==> config.mk <==
export PLATFORM = sky130hd
export DESIGN_NAME = pool_area_calc
export DESIGN_NICKNAME = d
export VERILOG_FILES = /design/src/rtl/pool_area_pkg.sv /design/src/rtl/pool_area_calc_mul.sv /design/src/rtl/pool_area_calc.sv
export SDC_FILE = /design/constraint.sdc
export NUM_CORES = 1
export LEC_CHECK = 0
export CELL_PAD_IN_SITES_DETAIL_PLACEMENT = 1
export CELL_PAD_IN_SITES_GLOBAL_PLACEMENT = 1
export CORE_UTILIZATION = 45
export DETAILED_ROUTE_END_ITERATION = 6
export DONT_BUFFER_PORTS = 1
export GPL_TIMING_DRIVEN = 0
export HOLD_SLACK_MARGIN = 0.02
export PLACE_DENSITY_LB_ADDON = 0.15
export SETUP_SLACK_MARGIN = 0.02
export SYNTH_ARGS = -nofsm -noshare
export SYNTH_HDL_FRONTEND = slang
export SYNTH_SLANG_ARGS = --single-unit
==> constraint.sdc <==
create_clock -name clk -period 4.8 [get_ports clk]
set_clock_uncertainty 0.05 [all_clocks]
set_input_delay 0.72 -clock clk [delete_from_list [all_inputs] [get_ports clk]]
set_output_delay 0.72 -clock clk [all_outputs]
set_load 0.02 [all_outputs]
==> src/rtl/pool_area_pkg.sv <==
`default_nettype none
// ============================================================================
// Module   : pool_area_pkg
// Brief    : Shared types and constants for the pool-area calculator.
// Revision : 1.0 - initial release
// ============================================================================
package pool_area_pkg;

    typedef enum logic [1:0] {
        MODE_TOTAL  = 2'b00,
        MODE_SQUARE = 2'b01,
        MODE_CIRCLE = 2'b10,
        MODE_RSVD   = 2'b11
    } mode_t;

    typedef enum logic [1:0] {
        S_IDLE  = 2'd0,
        S_MUL   = 2'd1,
        S_SCALE = 2'd2,
        S_DONE  = 2'd3
    } state_t;

    // pi/4 ~= CIRC_NUM / 2^CIRC_SHIFT
    localparam int CIRC_NUM   = 201;
    localparam int CIRC_SHIFT = 8;
    localparam int CIRC_RND   = 128;

endpackage
`default_nettype wire

==> src/rtl/pool_area_calc_mul.sv <==
`default_nettype none
// ============================================================================
// Module   : pool_seq_mul
// Brief    : W-bit unsigned shift-add multiplier, one partial product per cycle.
// Revision : 1.0 - initial release
// ============================================================================
module pool_seq_mul #(
    parameter int W = 8
) (
    input  logic           clk,
    input  logic           rst,
    input  logic           start,
    input  logic [W-1:0]   a,
    input  logic [W-1:0]   b,
    output logic [2*W-1:0] prod,
    output logic           done
);
    localparam int CW = $clog2(W + 1);

    logic [2*W-1:0] r_mcand;
    logic [2*W-1:0] r_acc;
    logic [W-1:0]   r_mplier;
    logic [CW-1:0]  r_cnt;

    always_ff @(posedge clk or posedge rst) begin
        if (rst) begin
            r_mcand  <= '0;
            r_acc    <= '0;
            r_mplier <= '0;
            r_cnt    <= '0;
        end else if (start) begin
            r_mcand  <= {{W{1'b0}}, a};
            r_mplier <= b;
            r_acc    <= '0;
            r_cnt    <= CW'(W);
        end else if (r_cnt != '0) begin
            if (r_mplier[0]) begin
                r_acc <= r_acc + r_mcand;
            end
            r_mcand  <= r_mcand << 1;
            r_mplier <= r_mplier >> 1;
            r_cnt    <= r_cnt - CW'(1);
        end
    end

    assign prod = r_acc;
    // High during the cycle whose closing edge performs the final step.
    assign done = (r_cnt == CW'(1));

endmodule
`default_nettype wire

==> src/rtl/pool_area_calc.sv <==
`default_nettype none
// ============================================================================
// Module   : pool_area_calc
// Brief    : Handshaked square/circle/total area engine with ID passthrough.
//            POOL_AREA_ROUND_EN selects round-half-up for the circle term.
// Revision : 1.0 - initial release
// ============================================================================
module pool_area_calc
    import pool_area_pkg::*;
#(
    parameter int W    = 8,
    parameter int ID_W = 2
) (
    input  logic            clk,
    input  logic            rst,
    input  logic            in_valid,
    output logic            in_ready,
    input  logic [W-1:0]    in_width,
    input  logic [1:0]      in_mode,
    input  logic [ID_W-1:0] in_id,
    output logic            out_valid,
    input  logic            out_ready,
    output logic [2*W:0]    out_area,
    output logic [ID_W-1:0] out_id
);
    localparam int PW = 2 * W + CIRC_SHIFT;

    state_t            r_state;
    mode_t             r_mode;
    logic [ID_W-1:0]   r_id;
    logic [2*W:0]      r_out_area;
    logic [ID_W-1:0]   r_out_id;
    logic              r_out_valid;

    logic              w_accept;
    logic              w_mul_done;
    logic [2*W-1:0]    w_sq;
    logic [PW-1:0]     w_wide;
    logic [PW-1:0]     w_scaled;
    logic [2*W-1:0]    w_circ;
    logic [2*W:0]      w_total;
    logic [2*W:0]      w_sel;
    logic              w_unused_frac;

    assign in_ready = (r_state == S_IDLE) && !rst;
    assign w_accept = in_valid && in_ready;

    pool_seq_mul #(
        .W (W)
    ) u_mul (
        .clk   (clk),
        .rst   (rst),
        .start (w_accept),
        .a     (in_width),
        .b     (in_width),
        .prod  (w_sq),
        .done  (w_mul_done)
    );

    // 201 = 128 + 64 + 8 + 1
    assign w_wide = {{CIRC_SHIFT{1'b0}}, w_sq};
`ifdef POOL_AREA_ROUND_EN
    assign w_scaled = (w_wide << 7) + (w_wide << 6) + (w_wide << 3) + w_wide + PW'(CIRC_RND);
`else
    assign w_scaled = (w_wide << 7) + (w_wide << 6) + (w_wide << 3) + w_wide;
`endif
    assign w_circ        = w_scaled[PW-1:CIRC_SHIFT];
    assign w_unused_frac = ^w_scaled[CIRC_SHIFT-1:0];
    assign w_total       = {1'b0, w_sq} + {1'b0, w_circ};

    always_comb begin
        w_sel = w_total;
        case (r_mode)
            MODE_SQUARE: w_sel = {1'b0, w_sq};
            MODE_CIRCLE: w_sel = {1'b0, w_circ};
            default:     w_sel = w_total;
        endcase
    end

    always_ff @(posedge clk or posedge rst) begin
        if (rst) begin
            r_state     <= S_IDLE;
            r_mode      <= MODE_TOTAL;
            r_id        <= '0;
            r_out_area  <= '0;
            r_out_id    <= '0;
            r_out_valid <= 1'b0;
        end else begin
            case (r_state)
                S_IDLE: begin
                    if (w_accept) begin
                        r_mode  <= mode_t'(in_mode);
                        r_id    <= in_id;
                        r_state <= S_MUL;
                    end
                end
                S_MUL: begin
                    if (w_mul_done) begin
                        r_state <= S_SCALE;
                    end
                end
                S_SCALE: begin
                    r_out_area  <= w_sel;
                    r_out_id    <= r_id;
                    r_out_valid <= 1'b1;
                    r_state     <= S_DONE;
                end
                S_DONE: begin
                    if (out_ready) begin
                        r_out_valid <= 1'b0;
                        r_state     <= S_IDLE;
                    end
                end
                default: r_state <= S_IDLE;
            endcase
        end
    end

    assign out_valid = r_out_valid;
    assign out_area  = r_out_area;
    assign out_id    = r_out_id;

endmodule
`default_nettype wire

==> flow_summary.toml <==
[detailed_routing]
avgViaCountPerCell = 5.83
drt_first_pass_iters = 4
drc = 0
wire_per_inst_um = 19.8
drt_wl_total_um = 18100
final_antenna_net_count = 0
vias = 5326
drt_iter0_markers = 240

[synthesis]
synth-edff-count = 0
yosysWarnings = 0
ys_seq_elements = 70
syn_nets = 805
synth_top_cell_area_share = 0.289
post-synth-top-count-cell = "nand2_1"
ys.flop_type = "dfrtp_1"
synth_common_cells = "nand2_1 (107), ha_1 (73), dfrtp_1 (70), inv_1 (57), a21oi_1 (55)"
netlist_area_um2 = 6050
yosys.area.top_type = "dfrtp_1"
avgSynthCellArea_um2 = 8.75
synthCells = 692
synth_cell_types = 65
synthArstFlopShare = 1.00
yosys-top-cells-area = "dfrtp_1 (29%), ha_1 (15%), fa_1 (7.9%)"
yosysSeqAreaShare = 0.289

[clocking]
numClockSinks = 70
cts_tree = "yes"
clkTransAtPathRegs_ps = 60
numCtsBuffers = 9
insertion_delay_ps = 340
cts.path.max_buffers = 2
cts-root-buf = "clkbuf_16"
h-tree-depth = 3
ctsHoldBuffers = 0

[timing]
worst_slew_pin_slew_ps = 872
fmax_mhz = 206
hold_viol = 0
finalCritPeriodShare = 1.01
rsz0062_at_grt = "yes"
max_slew_margin = 0.418
finalSetupViolCount = 2
finalMaxSlewViolations = 0
period_minus_slack_ps = 4860
fin_ws_ps = -56.6

[setup_path]
crit_path_end_kind = "flip-flop"
worstPathRequired_ps = 4980
path_max_fanout = 5
cp-start-kind = "flip-flop"
cp_data_arrival_time_ps = 5030
path_class = "flip-flop to flip-flop"

[global_route]
grt_pass1_wl_um = 29400
grt_max_degree = 71
gr-total-overflow = 0
antenna_found_initial = 0
track_usage = 0.270
grt_pass1_vias = 5778

[place]
port_buffers = 0
dp_hpwl_um = 13400
placed_cell_area_um2 = 6280
place_ws_ps = -816
globalplace.congestion = 0.931

[floorplanning]
die_x_um = 118
fp.dieArea_um2 = 13900
initial_utilization = 0.459
io_pins = 37
die_h_um = 118
core_um2 = 13200
row_count = 42

[layout]
nets = 845
multi_input_area_um2 = 4290
fin_util = 0.544
regArea_um2 = 1770
stdcell_area_um2 = 7180
n_fill_cell = 1546
diodes = 0
drive_above_1_share = 0.180
syn_to_final_growth_pct = 18.6

[run]
drv_cap = 0

[worst_hold_path]
hold_class = "primary input to asynchronous set/reset pin"

[run_status]
failed_checks = "setup timing"
outcome = "finished, violations left"
critical path, cell delays in order (launching register included):
cell and delay (ps):
dfrtp_2 470, inv_4 120, fa_1 440, fa_1 520, inv_1 40, ha_1 330
nand2_2 110, inv_1 100, a311oi_4 390, o21bai_2 120, a21oi_2 200, xnor2_2 160
ha_4 250, a21oi_4 170, o211ai_1 120, buf_4 180, a41oi_4 220, nor3_2 90
o21ai_2 190, nor2b_4 170, xnor2_1 80, o221a_2 230
state kept, by name (all words and copies together) (netlist names):
| register | count |
|---|---|
| out_id | 2 |
| out_area | 17 |
| out_valid | 1 |
| u_mul.prod | 16 |
| u_mul.r_mplier | 8 |
| u_mul.r_cnt | 4 |
| r_id | 2 |
| r_mode | 2 |
| u_mul.r_mcand | 16 |
| r_state | 2 |
per-layer routing:
layer	global-route usage	share of wire	routed length [µm]	up-vias
li1	-	-	-	2515
met1	0.327	0.42	7510	2681
met2	0.486	0.52	9310	98
met3	0.0315	0.040	719	32
met4	0.110	0.028	512	0
met5	0	0	0	-
through the flow:
stage          std cells  hold WS [ps]  TNS, ps
6_report             913           399    -99.4
5_1_grt              913           413    -1160
4_1_cts              901           411     -203
3_5_place_dp         868           416    -4850
3_3_place_gp         868           413    -3160
2_1_floorplan        692           390        0
cells by family after synthesis:
logic type,after synthesis,synth area share
buffers and inverters,79,0.0492
XOR/XNOR,34,0.0492
multiplexers,5,0.00930
flip-flops,70,0.289
adder cells (fa/ha/maj),97,0.230
AO/OA/AOI/OAI,201,0.229
AND/OR/NAND/NOR,206,0.144
placed cells by master (no fill, tap or decap), types with 24 or more instances in the layout:
| master | Yosys | layout |
|---|---|---|
| fa_1 | 24 | 24 |
| inv_1 | 57 | 47 |
| a21oi_1 | 55 | 50 |
| buf_4 | 0 | 29 |
| dfrtp_1 | 70 | 57 |
| o21ai_0 | 35 | 25 |
| nor2_1 | 53 | 53 |
| ha_1 | 73 | 60 |
| nand2_1 | 107 | 106 |
path summary, 6_finish.rpt:
path / start / endpoint / slack (ps) / cells after the start
worst min-delay path: rst / out_valid$_DFFE_PP0P_ / 400 / 1
worst min register to register: r_id[1]$_DFFE_PP0P_ / r_id[1]$_DFFE_PP0P_ / 430 / 2
worst max register to register: u_mul.prod[8]$_DFFE_PP0P_ / out_area[13]$_DFFE_PP0P_ / -60 / 21
worst max-delay path: u_mul.prod[8]$_DFFE_PP0P_ / out_area[13]$_DFFE_PP0P_ / -60 / 21
max in group asynchronous: rst / u_mul.prod[4]$_DFFE_PP0P_ / 3680 / 1
min in group clk: out_ready / out_valid$_DFFE_PP0P_ / 420 / 1
cell type report:
type                            instances  share of cell area
Buffer                                 22              0.0117
Clock buffer                           10              0.0333
Clock inverter                          6              0.0185
Inverter                               57              0.0314
Multi-Input combinational cell        543               0.598
Sequential cell                        70               0.246
Tap cell                              176              0.0307
Timing Repair Buffer                   29              0.0303
repair_timing:
item                       4_1_cts  5_1_grt
buffers inserted                17       12
setup endpoints to repair       10        8
pin swaps                       20       16
resized for setup               48       32
Power is not shown: default switching activity piles up to over one toggle a cycle in this logic, so the estimate is an artifact.
